## src/rtl/acc_frame_gen_pkg.sv

```systemverilog
`default_nettype none
// ============================================================================
// Module      : acc_frame_gen_pkg
// Description : Shared defaults and FSM state encoding for the accumulator
//               framing logic and the wrappers that sit around it.
// Revision    : 1.0 - initial release
// ============================================================================
package acc_frame_gen_pkg;

    // Default widths used by the framer and its bus interface
    localparam int c_DIN_WIDTH       = 16;
    localparam int c_LEN_WIDTH       = 16;
    localparam int c_FRAME_CNT_WIDTH = 32;

    // ARM: no window open yet, next valid sample opens one.
    // RUN: a window is open and being counted.
    typedef enum logic [0:0] {
        ARM = 1'b0,
        RUN = 1'b1
    } state_t;

endpackage : acc_frame_gen_pkg
`default_nettype wire

```

## src/rtl/acc_frame_gen_if.sv

```systemverilog
`default_nettype none
// ============================================================================
// Module      : acc_frame_gen_if
// Description : Sample-stream bus between a sample source, the framer and
//               the downstream accumulator. The framer takes the slave side.
// Revision    : 1.0 - initial release
// ============================================================================
interface acc_frame_gen_if
    import acc_frame_gen_pkg::*;
#(
    parameter int DIN_WIDTH       = c_DIN_WIDTH,
    parameter int LEN_WIDTH       = c_LEN_WIDTH,
    parameter int FRAME_CNT_WIDTH = c_FRAME_CNT_WIDTH
);
    // Upstream side: raw samples and framing controls
    logic [DIN_WIDTH-1:0]       din;
    logic                       din_valid;
    logic [LEN_WIDTH-1:0]       acc_len;
    logic                       sync_in;

    // Downstream side: framed stream towards the accumulator plus status
    logic [DIN_WIDTH-1:0]       dout;
    logic                       dout_valid;
    logic                       acc_done;
    logic                       frame_complete;
    logic [FRAME_CNT_WIDTH-1:0] frame_count;
    logic [LEN_WIDTH-1:0]       len_active;

    // Source / observer side
    modport master (
        output din, din_valid, acc_len, sync_in,
        input  dout, dout_valid, acc_done, frame_complete, frame_count, len_active
    );

    // Framer side
    modport slave (
        input  din, din_valid, acc_len, sync_in,
        output dout, dout_valid, acc_done, frame_complete, frame_count, len_active
    );

endinterface : acc_frame_gen_if
`default_nettype wire

```

## src/rtl/acc_frame_gen.sv

```systemverilog
`default_nettype none
// ============================================================================
// Module      : acc_frame_gen
// Description : Frames a raw sample stream for the scalar accumulator. Passes
//               samples through with one cycle of latency, flags the first
//               sample of each acc_len-sample window with acc_done and marks
//               with frame_complete those dumps that close a full window.
// Revision    : 1.0 - initial release
// ============================================================================
module acc_frame_gen
    import acc_frame_gen_pkg::*;
#(
    parameter int DIN_WIDTH       = c_DIN_WIDTH,
    parameter int LEN_WIDTH       = c_LEN_WIDTH,
    parameter int FRAME_CNT_WIDTH = c_FRAME_CNT_WIDTH
)(
    input  wire logic            clk,
    input  wire logic            rst,
    acc_frame_gen_if.slave       bus
);

    localparam logic [LEN_WIDTH-1:0]       c_LEN_ONE = {{(LEN_WIDTH-1){1'b0}}, 1'b1};
    localparam logic [FRAME_CNT_WIDTH-1:0] c_FC_ONE  = {{(FRAME_CNT_WIDTH-1){1'b0}}, 1'b1};

    state_t                     r_state;
    logic [LEN_WIDTH-1:0]       r_cnt;
    logic [LEN_WIDTH-1:0]       r_len_active;
    logic [DIN_WIDTH-1:0]       r_dout;
    logic                       r_dout_valid;
    logic                       r_acc_done;
    logic                       r_frame_complete;
    logic [FRAME_CNT_WIDTH-1:0] r_frame_count;

    logic [LEN_WIDTH-1:0]       w_len_next;
    logic                       w_window_full;
    logic                       w_boundary;
    logic                       w_full_close;

    // A zero length would never close a window, so it is promoted to one.
    assign w_len_next    = (bus.acc_len == '0) ? c_LEN_ONE : bus.acc_len;
    assign w_window_full = (r_cnt == r_len_active);
    // sync_in restarts framing even if the current window happens to be full.
    assign w_boundary    = (r_state == ARM) || bus.sync_in || w_window_full;
    // Only a natural close of a running window counts as a complete frame.
    assign w_full_close  = (r_state == RUN) && !bus.sync_in && w_window_full;

    // Input register stage, framing FSM, window counter and frame counter.
    always_ff @(posedge clk) begin
        if (rst) begin
            r_state          <= ARM;
            r_cnt            <= '0;
            r_len_active     <= c_LEN_ONE;
            r_dout           <= '0;
            r_dout_valid     <= 1'b0;
            r_acc_done       <= 1'b0;
            r_frame_complete <= 1'b0;
            r_frame_count    <= '0;
        end else begin
            r_dout           <= bus.din;
            r_dout_valid     <= bus.din_valid;
            r_acc_done       <= 1'b0;
            r_frame_complete <= 1'b0;
            if (bus.din_valid) begin
                if (w_boundary) begin
                    r_acc_done   <= 1'b1;
                    r_cnt        <= c_LEN_ONE;
                    r_len_active <= w_len_next;
                    r_state      <= RUN;
                    if (w_full_close) begin
                        r_frame_complete <= 1'b1;
                        r_frame_count    <= r_frame_count + c_FC_ONE;
                    end
                end else begin
                    r_cnt <= r_cnt + c_LEN_ONE;
                end
            end else if (bus.sync_in) begin
                // Gaps freeze the count; a sync during a gap re-arms framing.
                r_state <= ARM;
            end
        end
    end

    assign bus.dout           = r_dout;
    assign bus.dout_valid     = r_dout_valid;
    assign bus.acc_done       = r_acc_done;
    assign bus.frame_complete = r_frame_complete;
    assign bus.frame_count    = r_frame_count;
    assign bus.len_active     = r_len_active;

endmodule : acc_frame_gen
`default_nettype wire

```

## src/flat_wrapper.sv

```systemverilog
// flat-port wrapper written by rule: the top's interface ports become plain ports
module acc_frame_gen_flat import acc_frame_gen_pkg::*;
#(
    parameter int DIN_WIDTH       = c_DIN_WIDTH,
    parameter int LEN_WIDTH       = c_LEN_WIDTH,
    parameter int FRAME_CNT_WIDTH = c_FRAME_CNT_WIDTH
)
  (clk, rst, bus_din, bus_din_valid, bus_acc_len, bus_sync_in, bus_dout, bus_dout_valid, bus_acc_done, bus_frame_complete, bus_frame_count, bus_len_active);
  acc_frame_gen_if #(.DIN_WIDTH(DIN_WIDTH), .LEN_WIDTH(LEN_WIDTH), .FRAME_CNT_WIDTH(FRAME_CNT_WIDTH)) bus_i ();
  input  wire logic clk;
  input  wire logic rst;
  input wire logic [$bits(bus_i.din)-1:0] bus_din;
  input wire logic [$bits(bus_i.din_valid)-1:0] bus_din_valid;
  input wire logic [$bits(bus_i.acc_len)-1:0] bus_acc_len;
  input wire logic [$bits(bus_i.sync_in)-1:0] bus_sync_in;
  output wire logic [$bits(bus_i.dout)-1:0] bus_dout;
  output wire logic [$bits(bus_i.dout_valid)-1:0] bus_dout_valid;
  output wire logic [$bits(bus_i.acc_done)-1:0] bus_acc_done;
  output wire logic [$bits(bus_i.frame_complete)-1:0] bus_frame_complete;
  output wire logic [$bits(bus_i.frame_count)-1:0] bus_frame_count;
  output wire logic [$bits(bus_i.len_active)-1:0] bus_len_active;
  assign bus_i.din = bus_din;
  assign bus_i.din_valid = bus_din_valid;
  assign bus_i.acc_len = bus_acc_len;
  assign bus_i.sync_in = bus_sync_in;
  assign bus_dout = bus_i.dout;
  assign bus_dout_valid = bus_i.dout_valid;
  assign bus_acc_done = bus_i.acc_done;
  assign bus_frame_complete = bus_i.frame_complete;
  assign bus_frame_count = bus_i.frame_count;
  assign bus_len_active = bus_i.len_active;
  acc_frame_gen #(.DIN_WIDTH(DIN_WIDTH), .LEN_WIDTH(LEN_WIDTH), .FRAME_CNT_WIDTH(FRAME_CNT_WIDTH)) u_core (.clk(clk), .rst(rst), .bus(bus_i));
endmodule
```

## config.mk

```make
export PLATFORM = sky130hd
export DESIGN_NAME = acc_frame_gen_flat
export DESIGN_NICKNAME = d
export VERILOG_FILES = /design/src/rtl/acc_frame_gen_pkg.sv /design/src/rtl/acc_frame_gen_if.sv /design/src/rtl/acc_frame_gen.sv /design/src/flat_wrapper.sv
export SDC_FILE = /design/constraint.sdc
export NUM_CORES = 1
export LEC_CHECK = 0
export ABC_AREA = 1
export ABC_CLOCK_PERIOD_IN_PS = 2490
export BUFFER_PORTS_ARGS = -buffer_cell sky130_fd_sc_hd__buf_4
export CORE_UTILIZATION = 58
export DETAILED_ROUTE_END_ITERATION = 10
export HOLD_SLACK_MARGIN = 0.02
export PLACE_DENSITY_LB_ADDON = 0.1
export SLEW_MARGIN = 20
export SYNTH_ARGS = -nofsm -noshare
export SYNTH_HDL_FRONTEND = slang
export SYNTH_SLANG_ARGS = --single-unit
```

## constraint.sdc

```tcl
create_clock -name clk -period 2.49 [get_ports clk]
set_clock_uncertainty 0.15 [all_clocks]
set_input_delay 0.1245 -clock clk [delete_from_list [all_inputs] [get_ports clk]]
set_output_delay 0.1245 -clock clk [all_outputs]
set_load 0.005 [all_outputs]
```

**Yosys cells after proc, flatten, opt, wreduce, memory -nomap -nowiden**

Cells that the tools add are included.

- Word-level logic and storage cells: 34
- Register bits: 84
- Bits of input ports: 36
- Output and inout bits: 67

- Multiplexer cells: 7
- Reductions and logical operators: 12
- Equal/unequal tests: 2
- Add/subtract/negate cells: 2
- Bitwise gates (word level): 3

Operator list:

| cell | number |
|---|---|
| adder 32 x 1 -> 32 bit (second input constant) | 1 |
| two-way mux 16 bit | 2 |
| adder 16 x 1 -> 16 bit (second input constant) | 1 |
| == test 16 bit | 1 |
| zero test 16 bit | 1 |
| two-way mux 1 bit | 5 |
| AND reduction 2 bit | 2 |
| NOT 1 bit | 3 |
| AND reduction 3 bit | 1 |
| OR reduction 3 bit | 1 |
| logical AND 1 bit | 2 |
| logical OR 1 bit | 2 |
| != test 2 x 1 -> 1 bit (second input constant) | 1 |
| nonzero test 2 bit | 1 |
| OR reduction 2 bit | 1 |
| zero test 1 bit | 1 |

**Longest topological paths before layout**

Gate-level depths: netlist of the first run.

- Depth after elaboration: 5
- Gate-level depth with buffers: 13
- Gate-level depth less buffers: 12

**Worst setup path after synthesis of the first run**

OpenSTA, ideal clock, no wires.

- Path type: register to register
- Start point: register u_core.r_frame_count[0] (netlist: u_core.bus.frame_count[0])
- End point: register u_core.r_frame_count[16] (netlist: u_core.bus.frame_count[16])
- Data required time: 2270 ps
- Arrival time: 1439 ps
- Setup time: 70 ps
- Slack: 831 ps
- Buffers on the path: 0
- Period minus slack after synthesis: 1659 ps
- Stages on the path, launching flop included: 11
- Cells stage by stage: dfxtp_1 > ha_1 > nand2_1 > inv_1 > nand2_1 > inv_1 > nand2_1 > nor2_1 > xor2_1 > nand3_1 > a21oi_1

- Cells in the longest elaborated chain, start to end: 1

RTL lines:

| item | line | source |
|---|---|---|
| from (decl) | acc_frame_gen.sv:32 | `logic [FRAME_CNT_WIDTH-1:0] r_frame_count;` |
| from (signal assigned) | acc_frame_gen.sv:71 | `r_frame_count <= r_frame_count + c_FC_ONE;` |
| adder 32 x 1 -> 32 bit | acc_frame_gen.sv:71 |  |

No other way between the ends.
A chain may end at the register's enable or synchronous reset.

**Worst setup path after layout of the first run**

- Start point: register u_core.r_cnt[2]
- End point: register u_core.r_cnt[1]

- Cells in the longest elaborated chain, start to end: 3

RTL lines:

| item | line | source |
|---|---|---|
| from (decl) | acc_frame_gen.sv:26 | `logic [LEN_WIDTH-1:0] r_cnt;` |
| from (signal assigned) | acc_frame_gen.sv:66 | `r_cnt <= c_LEN_ONE;` |
| from (signal assigned) | acc_frame_gen.sv:74 | `r_cnt <= r_cnt + c_LEN_ONE;` |
| == test 16 bit | acc_frame_gen.sv:41 | `assign w_window_full = (r_cnt == r_len_active);` |
| logical OR 1 bit | acc_frame_gen.sv:43 | `assign w_boundary = (r_state == ARM) \|\| bus.sync_in \|\| w_window_full;` |
| two-way mux 16 bit | acc_frame_gen.sv:64 | `if (w_boundary) begin` |

No other way between the ends.

==> results of run 1 <==
registers in the layout (all words and copies together) (netlist names):
register and flops:
u_core.r_state 1, u_core.r_cnt 16, u_core.bus.frame_count 32, u_core.bus.dout 16, u_core.bus.acc_done 1, u_core.bus.dout_valid 1
u_core.bus.len_active 16, u_core.bus.frame_complete 1
synth_stat cells (3+ instances only):
master	number	share of area, %
a21oi_1	33	3.8
buf_2	3	0.34
buf_6	5	1.3
clkbuf_1	7	0.60
dfxtp_1	84	39
inv_1	68	5.9
inv_2	5	0.43
nand2_1	230	20
nand2_4	4	1.0
nand3_1	45	5.2
nand3b_1	15	2.6
nand4_1	7	1.0
nor2_1	110	9.5
nor2_4	3	0.78
nor3_1	11	1.3
nor4_1	3	0.43
o21ai_0	16	1.8
xnor2_1	3	0.60
xor2_1	12	2.4
final cells by class:
cell class              instances  area, um^2
well taps                      99       123.9
flip-flops and latches         84        1682
repair buffers                139        1129
fillers                       505        1554
inverters                      74       277.8
multi-input cells             498        2261
clock inverters                 5       85.08
clock buffers                  11       141.4
layout by cell type (no fill, tap or decap), drive strengths merged:
master and instances:
xor2 12, nand4 8, clkinv 3, nor3 11, buf 105, ha 2, clkinvlp 1, nand2 235
bufinv 2, nor2 114, xnor2 3, clkbuf 11, dlygate4sd3 34, o21ai 16, nand3b 15, nor4 3
inv 73, dfxtp 84, a21oi 33, nand3 46
path summary, 6_finish.rpt:
| check | from | to | cells after the start |
|---|---|---|---|
| worst max-delay path | u_core.r_cnt[2] | u_core.r_cnt[1] | 10 |
| worst min-delay path | rst | u_core.bus.dout[12] | 2 |
| worst max register to register | u_core.r_cnt[2] | u_core.r_cnt[1] | 10 |
| worst min register to register | u_core.bus.frame_count[31] | u_core.bus.frame_count[31] | 2 |
where the power goes:
group | leakage [nW] | switching (W) | internal [W]
logic | 1.77 | 0.000159 | 0.000151
clock network | 0.110 | 0.000531 | 0.000597
registers | 0.685 | 0.0000311 | 0.00138
total | 2.56 | 0.000721 | 0.00213
metrics by stage:
step | instances | worst slack [ns]
2_1_floorplan | 674 | 0.8306
3_3_place_gp | 860 | 0.5876
3_5_place_dp | 860 | 0.5062
4_1_cts | 910 | 0.4351
5_1_grt | 910 | 0.2457
6_report | 910 | 0.3781
kinds of logic (layout without fill, tap and decap cells):
family	Yosys count	after routing
xor gates and xnor gates	15	15
DFF	84	84
AOI/OAI and AO/OA	49	49
adders and majority gates	2	2
and+or+nand+nor	432	432
buffers and inverters	92	229
per-layer routing:
metal	vias to the layer above	track usage (%)	share of wire, %
met3	79	8.209	6.6
met5	-	0	0
met4	0	23.46	6.6
met2	258	60.63	50
met1	2195	37.38	37
li1	2363	-	-
repair_timing:
action	4_1_cts	5_1_grt
hold buffers	34	0
hold endpoints to repair	44	0
resized for setup	0	0
==> parameters.txt, run 1 <==
Parameter                              Value

Global route
  Initial antenna violation count    0
  Number of global-route vias before repair    4,579
  Overflow left after global routing    0
  GR Util All Layers    34.76%
  First-pass GRT wire length    20.73 mm
  Largest net degree at the start of global routing    52

Yosys
  Distinct cells, synth    27
  Yosys warns    0
  Number of enable-type register cells in the synthesized netlist    0
  Mux contribution to synthesized area    0%
  Number of nets produced by synthesis    712
  Number of instances in the synthesized netlist    674
  Avg Cell Area, Syn    6.462 um^2
  Post-synthesis sequential area ratio    38.61%
  Flip-flop and latch count after synthesis    84
  Fraction of registers with async set or reset after synthesis    0%
  Post-synthesis share of cell area spent on full adders, half adders and majority gates    0.5745%
  Synthesized-area fraction occupied by xor and xnor cells    3.016%
  Post-Synthesis Cell Area    4355 um^2
  Complex-gate fraction of the synthesized area    5.631%
  Post-synth top flop    dfxtp_1
  Main combinational cell family by area after synthesis    simple AND/OR/NAND/NOR gates
  Area fraction in and, or, nand and nor cells after synthesis    42.69%

Placed design
  Final HPWL from detailed placement    8.249 mm
  Port-buffer cells    102
  Global placer's final weighted congestion    0.9412
  DP Area    5132 um^2

Worst setup path
  Largest stage delay on the critical path    0.57 ns
  Endpoint arrival time on the critical path    2.22 ns
  Setup crit start kind    flop
  Critical Path, Cell by Cell    inv_2 > nand2_1 > nand2_1 > nor2_1 > nand2_1 > nor2_4 > nand2_4 > nand2_4 > a21oi_1 > dlygate4sd3_1
  Critical setup path kind    flop to flop
  Worst R2R Setup Slack    0.38 ns
  Largest delay contributor family on the critical path    simple AND/OR/NAND/NOR gates
  Crit-path max FO    6
  Sum of buffers and inverters on the critical path    2
  Critical Path RT    2.60 ns
  Type of destination of the critical path    flop
  Cell at the slowest stage of the critical path    dlygate4sd3_1
  Most common cell on crit path    nand2_1

Clock network
  Maximum count of clock buffers along a single path    2
  Clock transition at path regs    0.09 ns
  TritonCTS clock tree    done
  Cts bufs inserted    9
  # H-tree levels    3
  Post-CTS setup buffer count    0
  CTS sink count    84
  Clock insertion delay at the later pin of the skew report    0.37 ns
  Buffer type at the clock tree root    clkbuf_8

Detailed routing
  First-iteration detailed-routing DRC count    312
  Remaining design rule violation count    0
  Vias post-DR    4,895
  Detail Route Antenna Nets    0
  Vias/cell    5.379
  Routed length per instance    14.46 um
  Aggregate routed wire length    13.16 mm
  Number of iterations in the first detailed-routing pass    5

Power
  Power density over cell area    499.5 nW/um^2
  Peak ir drop on the vdd network    0.0005375 V
  Pleak    2.564 nW
  Total power after layout    0.002847 W

STA
  Number of failing hold endpoints at the final stage    0
  Number of slew-limit violations in the final report    0
  Slew at the pin closest to its max-slew limit    0.5389 ns
  Final-layout worst hold slack    0.07005 ns
  Part of the cycle the worst path needs    84.81%
  Final setup TNS    0 ns
  Crit path time final    2.112 ns
  Final setup vio count    0
  Unrepaired setup endpoints after global routing    false
  Max Clk Rate    0.4735 GHz
  Remaining max-slew budget at the tightest pin    64.07%

Final layout
  Final design utilization    78.58%
  Non-Filler Cell Area, Final    5699 um^2
  Diode count    0
  Area Overhead vs Synth    30.85%
  Share of post-route cells with drive strength above 1    16.77%
  Net count of the finished layout    844

Floorplanning
  Core region area    7253 um^2
  Overall die area    7860 um^2
  Placement row count    31
  Number of top-level pins    103
  Vertical die dimension    88.66 um
  Die outline width    88.66 um
  Starting Density    60.05%

Run status
  Run status    finished clean

Hold path
  Type of the most critical hold path    input pin to flop

Run
  Max_cap viols    0
(Power assumes the default switching activity.)
==> run 2, diff against run 1 <==
--- a/config.mk
+++ b/config.mk
@@ -5,10 +5,10 @@
 export SDC_FILE = /design/constraint.sdc
 export NUM_CORES = 1
 export LEC_CHECK = 0
-export ABC_AREA = 1
-export ABC_CLOCK_PERIOD_IN_PS = 2490
+export ABC_AREA = 0
+export ABC_CLOCK_PERIOD_IN_PS = 1850
 export BUFFER_PORTS_ARGS = -buffer_cell sky130_fd_sc_hd__buf_4
-export CORE_UTILIZATION = 58
+export CORE_UTILIZATION = 47
 export DETAILED_ROUTE_END_ITERATION = 10
 export HOLD_SLACK_MARGIN = 0.02
 export PLACE_DENSITY_LB_ADDON = 0.1
==> constraint.sdc (replaced) <==
create_clock -name clk -period 1.85 [get_ports clk]
set_clock_uncertainty 0.15 [all_clocks]
set_input_delay 0.0925 -clock clk [delete_from_list [all_inputs] [get_ports clk]]
set_output_delay 0.0925 -clock clk [all_outputs]
set_load 0.005 [all_outputs]
==> run 2 against run 1 <==
Compared with the run above: register-to-register slack got worse by 1.1 ns; clock power increased by 18%; via count rose by 9.1%; final area grew 22%; the run now ends with setup timing left; clock-buffer cell count grew 1.
==> parameters.txt, run 2 <==
Parameter                              Value

Floorplanning
  Die outline width    90.20 um
  Starting Density    49.61%
  Placement row count    31
  Vertical die dimension    90.20 um
  Core region area    7370 um^2
  Overall die area    8135 um^2
  Number of top-level pins    103

STA
  Unrepaired setup endpoints after global routing    true
  Crit path time final    2.585 ns
  Slew at the pin closest to its max-slew limit    0.5877 ns
  Remaining max-slew budget at the tightest pin    60.71%
  Final setup TNS    -28.67 ns
  Part of the cycle the worst path needs    139.7%
  Final setup vio count    66
  Number of slew-limit violations in the final report    0
  Max Clk Rate    0.3868 GHz
  Number of failing hold endpoints at the final stage    0
  Post-route worst setup slack    -0.7351 ns

Global route
  First-pass GRT wire length    24.34 mm
  Initial antenna violation count    1
  Number of global-route vias before repair    4,796
  Overflow left after global routing    0
  GR Util All Layers    38.13%
  Largest net degree at the start of global routing    25

Yosys
  Top cells by area, synth    dfxtp_1 (46%), or4_1 (4.3%), xnor2_1 (4.3%)
  Post-Synthesis Cell Area    3656 um^2
  Synth cell count leaders    dfxtp_1 (84), a21oi_1 (28), nor2_1 (28)
  Proportion of netlist area held by the largest area contributor    46.00%
  Avg Cell Area, Syn    9.232 um^2
  Yosys warns    0
  Distinct cells, synth    41
  Flip-flop and latch count after synthesis    84
  Post-synth top flop    dfxtp_1
  Number of nets produced by synthesis    434
  Post-synthesis sequential area ratio    46.00%
  Dominant cell by count in the synthesized netlist    dfxtp_1
  Fraction of registers with async set or reset after synthesis    0%
  Number of instances in the synthesized netlist    396
  Largest area contributor in the synthesized netlist    dfxtp_1
  Number of enable-type register cells in the synthesized netlist    0

Worst setup path
  Origin of the critical flop-to-flop path    u_core.bus.len_active[7]
  Startpoint of the most critical setup path    u_core.bus.len_active[7]
  Crit-path max FO    4
  Setup crit start kind    flop
  Length in cells of the worst reg-to-reg path    7
  Worst R2R Setup Slack    -0.74 ns
  Endpoint arrival time on the critical path    2.67 ns
  Critical Path RT    1.94 ns
  Destination of the worst register-to-register timing path    u_core.bus.frame_count[25]
  Type of destination of the critical path    flop
  Critical setup path kind    flop to flop

Run
  Max_cap viols    0

Detailed routing
  Routed length per instance    27.59 um
  Remaining design rule violation count    0
  First-iteration detailed-routing DRC count    616
  Vias/cell    6.901
  Number of iterations in the first detailed-routing pass    9
  Vias post-DR    5,341
  Aggregate routed wire length    21.35 mm
  Detail Route Antenna Nets    0

Run status
  Violations in the final reports    setup timing
  Run status    complete, but fails checks

Final layout
  Share of post-route cells with drive strength above 1    55.49%
  Area Overhead vs Synth    90.11%
  Flip-flop count of the largest register after layout    32
  Most common cell after layout, fill and taps aside    buf_4
  Final design utilization    94.31%
  Non-Filler Cell Area, Final    6950 um^2
  Highest-count cells in the layout ignoring fill and taps    buf_4 (207), dfxtp_1 (56), dlygate4sd3_1 (46)
  Net count of the finished layout    707
  Layout fillers    187

Clock network
  # H-tree levels    3
  Maximum count of clock buffers along a single path    2
  Clock transition at path regs    0.09 ns
  Cts bufs inserted    9
  Buffer type at the clock tree root    clkbuf_8
  TritonCTS clock tree    done
  CTS sink count    84
  Clock insertion delay at the later pin of the skew report    0.38 ns

Hold path
  Hold Path Depth    3
  Worst hold endpoint    u_core.r_state
  Min-Delay Startpoint    bus_sync_in
  Type of the most critical hold path    input pin to flop

Power
  Power density over cell area    576.0 nW/um^2
  Peak ir drop on the vdd network    0.0005955 V
  Pleak    2.917 nW

Placed design
  Pre-CTS setup slack    -0.4409 ns
  Global placer's final weighted congestion    0.8398
  DP Area    5360 um^2
  Port-buffer cells    102
  Final HPWL from detailed placement    7.718 mm
run 2: critical path, cell delays in order (launching register included):
cell	delay, ns
dfxtp_2	0.36
xnor2_2	0.20
nand4_1	0.18
or4_4	0.62
buf_6	0.16
buf_4	0.13
o31ai_2	0.50
a21oi_2	0.14
run 2: where the power goes:
part | leakage [nW] | switching, W | internal (W)
sequential | 0.698 | 0.0000448 | 0.00185
combinational | 2.13 | 0.000368 | 0.000408
clock | 0.0892 | 0.000758 | 0.000571
run 2: per-stage QoR:
step | instances | hold WS [ns] | power, W
after floorplan | 396 | 0.06350 | 0.002097
after global placement | 679 | 0.1518 | 0.002340
after detailed placement | 679 | 0.1566 | 0.002352
after CTS | 758 | 0.07823 | 0.003758
after global routing | 774 | 0.1775 | 0.004066
final | 774 | 0.1981 | 0.004004
run 2: cell type report:
cell class | count | area [um^2] | area share, %
diodes | 1 | 2.502 | 0.03600
inverters | 9 | 33.78 | 0.4860
clock inverters | 4 | 32.53 | 0.4680
well taps | 99 | 123.9 | 1.782
clock buffers | 12 | 155.1 | 2.232
repair buffers | 281 | 2405 | 34.60
flip-flops and latches | 84 | 1724 | 24.81
multi-input cells | 284 | 2474 | 35.59
run 2: per-layer routing:
metal | vias to the layer above | share of wire [%] | wire [um] | track usage [%]
li1 | 2012 | - | - | -
met1 | 2459 | 32 | 6836 | 39.79
met2 | 601 | 44 | 9502 | 66.86
met3 | 267 | 12 | 2663 | 9.475
met4 | 2 | 11 | 2320 | 26.75
met5 | - | 0.15 | 32 | 0
run 2: how the worst max path moves through the flow:
stage | endpoint | cells past startpoint
after global placement | u_core.bus.frame_count[29] | 6
final | u_core.bus.frame_count[25] | 7
after detailed placement | u_core.bus.frame_count[29] | 6
after floorplan | u_core.bus.frame_count[29] | 6
after CTS | u_core.bus.frame_count[25] | 6
after global routing | u_core.bus.frame_count[25] | 7
run 2: what timing repair did:
item | in CTS | in global routing
hold endpoints to repair | 35 | 0
resized for setup | 60 | 80
buffers inserted | 14 | 19
hold buffers | 46 | 0
pin swaps | 43 | 33
cloned | 5 | 3
endpoints found under the setup margin | 62 | 65
run 2: kinds of logic (layout without fill, tap and decap cells):
logic type	count (synthesis)	count (layout)	synth area share, %
adders and majority gates	2	2	0.6844
AOI/OAI and AO/OA	75	75	13.59
muxes	8	8	2.430
DFF	84	84	46.00
xor gates and xnor gates	30	30	7.187
other	0	1	0
buffers and inverters	29	306	3.251
and+or+nand+nor	168	169	26.86
